**config.mk**
```make
export PLATFORM = sky130hd
export DESIGN_NAME = acc_unit_flat
export DESIGN_NICKNAME = d
export VERILOG_FILES = /design/src/rtl/acc_unit_pkg.sv /design/src/rtl/acc_unit_if.sv /design/src/rtl/acc_unit_mul.sv /design/src/rtl/acc_unit.sv /design/src/flat_wrapper.sv
export SDC_FILE = /design/constraint.sdc
export NUM_CORES = 1
export LEC_CHECK = 0
export CAP_MARGIN = 20
export CORE_MARGIN = 2
export CORE_UTILIZATION = 30
export DETAILED_ROUTE_END_ITERATION = 7
export GPL_TIMING_DRIVEN = 1
export PLACE_DENSITY = 0.52
export SETUP_SLACK_MARGIN = 0.5
export SYNTH_ARGS = -nofsm -noshare
export SYNTH_HDL_FRONTEND = slang
export SYNTH_SLANG_ARGS = --single-unit
```
**constraint.sdc**
```tcl
create_clock -name clk -period 5.4 [get_ports clk]
set_input_delay 1.08 -clock clk [delete_from_list [all_inputs] [get_ports clk]]
set_output_delay 1.08 -clock clk [all_outputs]
set_load 0.005 [all_outputs]
```
**src/rtl/acc_unit_pkg.sv**
```systemverilog
// acc_unit_pkg: opcode and FSM state types shared by the accumulator block
package acc_unit_pkg;
  typedef enum logic [3:0] {
    OP_MOVF = 4'd0,
    OP_ADD  = 4'd1,
    OP_SUB  = 4'd2,
    OP_AND  = 4'd3,
    OP_OR   = 4'd4,
    OP_XOR  = 4'd5,
    OP_COMF = 4'd6,
    OP_INC  = 4'd7,
    OP_DEC  = 4'd8,
    OP_RLC  = 4'd9,
    OP_RRC  = 4'd10,
    OP_CLR  = 4'd11,
    OP_MUL  = 4'd12,
    OP_NOP  = 4'd13
  } acc_op_e;
  typedef enum logic {IDLE, MUL} acc_state_e;
endpackage

```
**src/rtl/acc_unit_if.sv**
```systemverilog
// acc_unit_if: instruction handshake and result/status bundle of the accumulator
interface acc_unit_if #(parameter int WIDTH = 16, parameter int PC_W = 16);
  logic [3:0]       inst;
  logic [WIDTH-1:0] f;
  logic             inst_valid;
  logic             inst_ready;
  logic [WIDTH-1:0] w;
  logic [WIDTH-1:0] prod_hi;
  logic             carry;
  logic             zero;
  logic [PC_W-1:0]  counter;
  logic             done;
  logic             illegal;
  modport master (output inst, f, inst_valid,
                  input inst_ready, w, prod_hi, carry, zero, counter, done, illegal);
  modport slave (input inst, f, inst_valid,
                 output inst_ready, w, prod_hi, carry, zero, counter, done, illegal);
endinterface

```
**src/rtl/acc_unit_mul.sv**
```systemverilog
// acc_unit_mul: sequential shift-add multiplier, one partial product per cycle
module acc_unit_mul #(parameter int WIDTH = 16) (
  input  logic               clk,
  input  logic               reset,
  input  logic               start,
  input  logic [WIDTH-1:0]   a,
  input  logic [WIDTH-1:0]   b,
  output logic               busy,
  output logic               valid,
  output logic [2*WIDTH-1:0] product
);
  localparam int CW = $clog2(WIDTH);
  logic [WIDTH-1:0] a_q, hi, lo;
  logic [WIDTH:0]   sum;
  logic [CW-1:0]    cnt;
  assign sum = {1'b0, hi} + (lo[0] ? {1'b0, a_q} : '0);
  // product is the post-step value so the caller can capture it on the final step edge
  assign product = {sum, lo[WIDTH-1:1]};
  assign valid = busy && cnt == CW'(WIDTH - 1);
  // load operands on start, then add-and-shift right once per cycle
  always_ff @(posedge clk or posedge reset)
    if (reset) begin
      a_q <= '0;
      hi <= '0;
      lo <= '0;
      cnt <= '0;
      busy <= 1'b0;
    end else if (start) begin
      a_q <= a;
      hi <= '0;
      lo <= b;
      cnt <= '0;
      busy <= 1'b1;
    end else if (busy) begin
      {hi, lo} <= product;
      cnt <= cnt + CW'(1);
      busy <= !valid;
    end
endmodule

```
**src/rtl/acc_unit.sv**
```systemverilog
// acc_unit: accumulator datapath with W register, flags, instruction counter (MUL via ACC_UNIT_MUL_EN)
module acc_unit
  import acc_unit_pkg::*;
#(parameter int WIDTH = 16, parameter int PC_W = 16) (
  input logic       clk,
  input logic       reset,
  acc_unit_if.slave bus
);
  acc_state_e         state, state_n;
  logic [WIDTH-1:0]   w, prod_hi, w_n;
  logic [PC_W-1:0]    counter;
  logic [2*WIDTH-1:0] prod;
  logic carry, zero, done, illegal, c_n, wr, ill, go_mul, accept, mul_busy, mul_valid;
  assign bus.inst_ready = !reset && state == IDLE;
  assign accept = bus.inst_valid && bus.inst_ready;
  assign bus.w = w;
  assign bus.prod_hi = prod_hi;
  assign bus.carry = carry;
  assign bus.zero = zero;
  assign bus.counter = counter;
  assign bus.done = done;
  assign bus.illegal = illegal;
`ifdef ACC_UNIT_MUL_EN
  acc_unit_mul #(.WIDTH(WIDTH)) u_mul (
    .clk(clk),
    .reset(reset),
    .start(accept && go_mul),
    .a(w),
    .b(bus.f),
    .busy(mul_busy),
    .valid(mul_valid),
    .product(prod)
  );
`else
  assign mul_busy = 1'b0;
  assign mul_valid = 1'b0;
  assign prod = '0;
`endif
  // decode the presented opcode into the next W/carry and its side effects
  always_comb begin
    w_n = w;
    c_n = carry;
    wr = 1'b1;
    ill = 1'b0;
    go_mul = 1'b0;
    case (bus.inst)
      OP_MOVF: w_n = bus.f;
      OP_ADD:  {c_n, w_n} = {1'b0, w} + {1'b0, bus.f};
      OP_SUB:  begin w_n = w - bus.f; c_n = w >= bus.f; end
      OP_AND:  w_n = w & bus.f;
      OP_OR:   w_n = w | bus.f;
      OP_XOR:  w_n = w ^ bus.f;
      OP_COMF: w_n = ~bus.f;
      OP_INC:  begin w_n = w + WIDTH'(1); c_n = &w; end
      OP_DEC:  begin w_n = w - WIDTH'(1); c_n = |w; end
      OP_RLC:  {c_n, w_n} = {w, carry};
      OP_RRC:  {w_n, c_n} = {carry, w};
      OP_CLR:  w_n = '0;
`ifdef ACC_UNIT_MUL_EN
      OP_MUL:  begin wr = 1'b0; go_mul = 1'b1; end
`endif
      OP_NOP:  wr = 1'b0;
      default: begin wr = 1'b0; ill = 1'b1; end
    endcase
  end
  // MUL is held until the multiplier reports its last step
  always_comb begin
    state_n = state;
    state_n = state == IDLE ? (accept && go_mul ? MUL : IDLE) : (mul_busy && !mul_valid ? MUL : IDLE);
  end
  // FSM state register
  always_ff @(posedge clk or posedge reset)
    if (reset) state <= IDLE;
    else state <= state_n;
  // architectural state: W, flags, counter and completion pulses
  always_ff @(posedge clk or posedge reset)
    if (reset) begin
      w <= '0;
      prod_hi <= '0;
      carry <= 1'b0;
      zero <= 1'b1;
      counter <= '0;
      done <= 1'b0;
      illegal <= 1'b0;
    end else begin
      done <= (accept && !go_mul) || mul_valid;
      illegal <= accept && ill;
      if (accept) counter <= counter + PC_W'(1);
      if (accept && wr) begin
        w <= w_n;
        carry <= c_n;
        zero <= w_n == '0;
      end
      if (mul_valid) begin
        {prod_hi, w} <= prod;
        carry <= |prod[2*WIDTH-1:WIDTH];
        zero <= prod[WIDTH-1:0] == '0;
      end
    end
endmodule

```
**src/flat_wrapper.sv**
```systemverilog
// flat-port wrapper written by rule: the top's interface ports become plain ports
module acc_unit_flat import acc_unit_pkg::*;
#(parameter int WIDTH = 16, parameter int PC_W = 16)
  (clk, reset, bus_inst, bus_f, bus_inst_valid, bus_inst_ready, bus_w, bus_prod_hi, bus_carry, bus_zero, bus_counter, bus_done, bus_illegal);
  acc_unit_if #(.WIDTH(WIDTH), .PC_W(PC_W)) bus_i ();
  input logic clk;
  input logic reset;
  input wire logic [$bits(bus_i.inst)-1:0] bus_inst;
  input wire logic [$bits(bus_i.f)-1:0] bus_f;
  input wire logic [$bits(bus_i.inst_valid)-1:0] bus_inst_valid;
  output wire logic [$bits(bus_i.inst_ready)-1:0] bus_inst_ready;
  output wire logic [$bits(bus_i.w)-1:0] bus_w;
  output wire logic [$bits(bus_i.prod_hi)-1:0] bus_prod_hi;
  output wire logic [$bits(bus_i.carry)-1:0] bus_carry;
  output wire logic [$bits(bus_i.zero)-1:0] bus_zero;
  output wire logic [$bits(bus_i.counter)-1:0] bus_counter;
  output wire logic [$bits(bus_i.done)-1:0] bus_done;
  output wire logic [$bits(bus_i.illegal)-1:0] bus_illegal;
  assign bus_i.inst = bus_inst;
  assign bus_i.f = bus_f;
  assign bus_i.inst_valid = bus_inst_valid;
  assign bus_inst_ready = bus_i.inst_ready;
  assign bus_w = bus_i.w;
  assign bus_prod_hi = bus_i.prod_hi;
  assign bus_carry = bus_i.carry;
  assign bus_zero = bus_i.zero;
  assign bus_counter = bus_i.counter;
  assign bus_done = bus_i.done;
  assign bus_illegal = bus_i.illegal;
  acc_unit #(.WIDTH(WIDTH), .PC_W(PC_W)) u_core (.clk(clk), .reset(reset), .bus(bus_i));
endmodule
```
==> flow_summary.yaml <==
layout:
  diodes: 0
  final_common_cell: "nand2_1"
  syn_to_final_growth_pct: 16.30
  nNetsFinal: 883
  final_cells: 1043
  fill_cells: 1981
  drive_above_1_share_pct: 7.664
  utilization_pct: 35.34
  final_area_um2: 6588
  most-common-layout-cells: "83 x nand2_1, 59 x clkdlybuf4s50_1, 55 x o21ai_0, 51 x inv_1, 50 x ha_1"
sta:
  finalWorstPathRequiredPeriod_ps: 4523
  worst_pin_slew_ps: 667.5
  fmax_mhz: 221.1
  fin_setup_tns_ps: 0
  slew_headroom_pct: 55.16
  maxSlewViolCount: 0
  whs_ps: 478.0
  layout_setup_ws_ps: 876.7
  finClkSkew_ps: 6.681
  fin_crit_sh_pct: 83.76
  finalSetupViolCount: 0
  hold_viol_final: 0
  rsz0062_at_grt: "false"
grt:
  grt_pass1_wl_mm: 34.64
  grt_start_max_net_pins: 43
  antenna_found_initial: 0
  first_global_vias: 5871
  grtUsageTotal_pct: 21.98
  grt_overflow_total: 0
cts:
  h-tree-depth: 2
  cts_tree: "built"
  clock_sinks: 36
  clk_latency_ps: 290
  cts_hold_buf: 0
  cts-root-buf: "clkbuf_16"
  post_cts_buffers: 0
  clk_pin_slew_ps: 60
  cts_buffer_depth: 2
  cts-resized-gates: 0
  cts_made_buffers: 5
critical_path:
  start_kind: "primary input"
  cp_num_buf_inv: 1
  crit_chain: "clkdlybuf4s50_1, ha_1, fa_1, a21oi_1, o2111ai_1, a41oi_1, o21ai_1, a221oi_1, o21ai_0, and4b_1, o2111ai_1, o31ai_2"
  reg2reg_to: "u_core.bus.w[15]"
  critPathMaxStageDelay_ps: 520
  cp_num_cells: 12
  cp_top_family: "compound AO/OA/AOI/OAI gates"
  reg2reg_depth: 11
  critical_path.most_common_cell: "o2111ai_1"
  crit_path_max_fanout: 5
  ff2ff_setup_slack_ps: 1330
  slowest_stage: "clkdlybuf4s50_1"
  cp.required_ps: 5610
  setup.worst_path.class: "in2reg"
  crit_arrival_ps: 4730
  rr_startpoint: "u_core.bus.w[1]"
  cp-end-kind: "register"
drt:
  drt-total-wl_mm: 22.39
  wire_per_inst_um: 21.47
  first_iter_violations: 953
  drc: 0
  viasPerCell: 6.098
  first_pass_iters: 6
  vias: 6360
  ant_nets: 0
power:
  vdd_ir_drop_max_uv: 128.0
  power_density_nw_per_um2: 325.7
  p_leak_nw: 2.628
  power_mw: 2.145
worst_hold_path:
  holdCritStartpoint: "u_core.bus.counter[15]"
  hold_depth: 1
  hp-class: "reg2reg"
  whs_endpoint: "u_core.bus.counter[15]"
logic_synthesis:
  synth_compound_area_share_pct: 32.47
  yosysTopAreaCell: "dfrtp_1"
  synth_area_leaders: "dfrtp_1 15%, ha_1 11%, nand2_1 5.5%"
  synth.ff_latch_count: 36
  synth_edf_count: 0
  synth_cell_types: 86
  synthSimpleGateAreaFrac_pct: 23.66
  synthFlopType: "dfrtp_1"
  yosys_warnings: 0
  synth.avg_cell_area_um2: 7.356
  synth_top_family_by_area: "compound AO/OA/AOI/OAI gates"
  netlist_instances: 770
  yosys.area_share.xor_xnor_pct: 3.866
  synth_top_area_share_pct: 15.46
  muxShareOfSynthArea_pct: 1.723
  mappedNetlistArea_um2: 5664
  synth_fa_ha_area_share_pct: 11.75
  synth_seq_area_share_pct: 15.93
  async_flop_share_pct: 100.0
place:
  portBuffers: 59
  place_inst: 1035
  placed_area_um2: 6424
  post-place-ws_ps: 651.0
  gp_congestion: 1.023
  hpwl_mm: 17.28
flow_run:
  maxCapViolCount: 0
floorplan:
  ioPinCount: 76
  die_area_um2: 20000
  num_rows: 50
  start_util_pct: 30.38
  fp.coreArea_um2: 18640
  die_x_um: 141.4
  die_h_um: 141.4
run_status:
  run_status: "finished clean"
final cells by class:
| class | count | area (µm²) | share of cell area (%) |
|---|---|---|---|
| Multi-Input combinational cell | 624 | 4222 | 64.08 |
| Clock inverter | 2 | 35.03 | 0.5318 |
| Sequential cell | 36 | 902.1 | 13.69 |
| Clock buffer | 6 | 128.9 | 1.956 |
| Inverter | 53 | 198.9 | 3.020 |
| Tap cell | 234 | 292.8 | 4.444 |
| Timing Repair Buffer | 88 | 808.3 | 12.27 |
how the worst max path moves through the flow:
stage	startpoint	slack (ps)	end
2_1_floorplan	bus_inst[0]	970	u_core.bus.zero
3_3_place_gp	bus_f[4]	620	u_core.bus.zero
3_5_place_dp	bus_f[4]	650	u_core.bus.zero
4_1_cts	bus_f[4]	950	u_core.bus.zero
5_1_grt	bus_f[4]	690	u_core.bus.zero
6_report	bus_f[0]	880	u_core.bus.zero
synth_stat cells, drive strengths merged (4+ instances only):
cell,n
o221ai,5
and4,4
o31ai,6
a222oi,5
xor2,6
o21ai,59
a22oi,11
or4,4
nor3,30
a21oi,48
xnor2,19
o211ai,10
inv,53
o22ai,8
nor2b,9
or2,4
ha,50
nand3,23
nand2,83
a31oi,13
nor2,50
a221oi,14
a2111oi,11
o2111ai,6
a221o,4
clkbuf,32
nor4,12
nand4,15
and3,6
buf,40
a21o,6
dfrtp,35
o21bai,6
o2bb2ai,4
nand2b,7
or3,5
o221a,5
a211oi,8
mux2i,6
layer usage:
layer | wire length (µm) | share of wire [%] | up-vias | global-route usage, %
li1 | - | - | 2933 | -
met1 | 10120 | 45 | 3009 | 32.26
met2 | 9864 | 44 | 363 | 34.41
met3 | 1815 | 8.1 | 55 | 1.721
met4 | 593 | 2.6 | 0 | 6.474
met5 | 0 | 0 | - | 0
worst register-to-register path, cell delays in order, from the launching register on:
cell and delay (ps):
dfrtp_1 750, inv_1 360, ha_1 450, o21bai_1 180
a21oi_1 140, o31ai_2 440, a31oi_1 270, a21o_1 270
o221a_2 260, a2111o_1 410, o31a_1 160, mux2_4 270
flip-flops by register name, indices dropped and copies added, names as in the netlist:
name,count
u_core.bus.illegal,1
u_core.bus.w,16
u_core.bus.carry,1
u_core.bus.zero,1
u_core.bus.done,1
u_core.bus.counter,16
kinds of logic after synthesis:
kind of cell,Yosys count
AND/OR/NAND/NOR,265
multiplexers,8
adder cells (fa/ha/maj),52
buffers and inverters,125
XOR/XNOR,25
AO/OA/AOI/OAI,258
flip-flops,36
other,1
where the power goes:
| part | leakage, nW | switching (mW) | internal, mW |
|---|---|---|---|
| Sequential | 0.461 | 0.174 | 0.327 |
| Combinational | 2.09 | 0.798 | 0.515 |
| Clock | 0.0808 | 0.114 | 0.217 |
| Total | 2.63 | 1.09 | 1.06 |
Note: power is estimated with default switching activity, not from simulation.
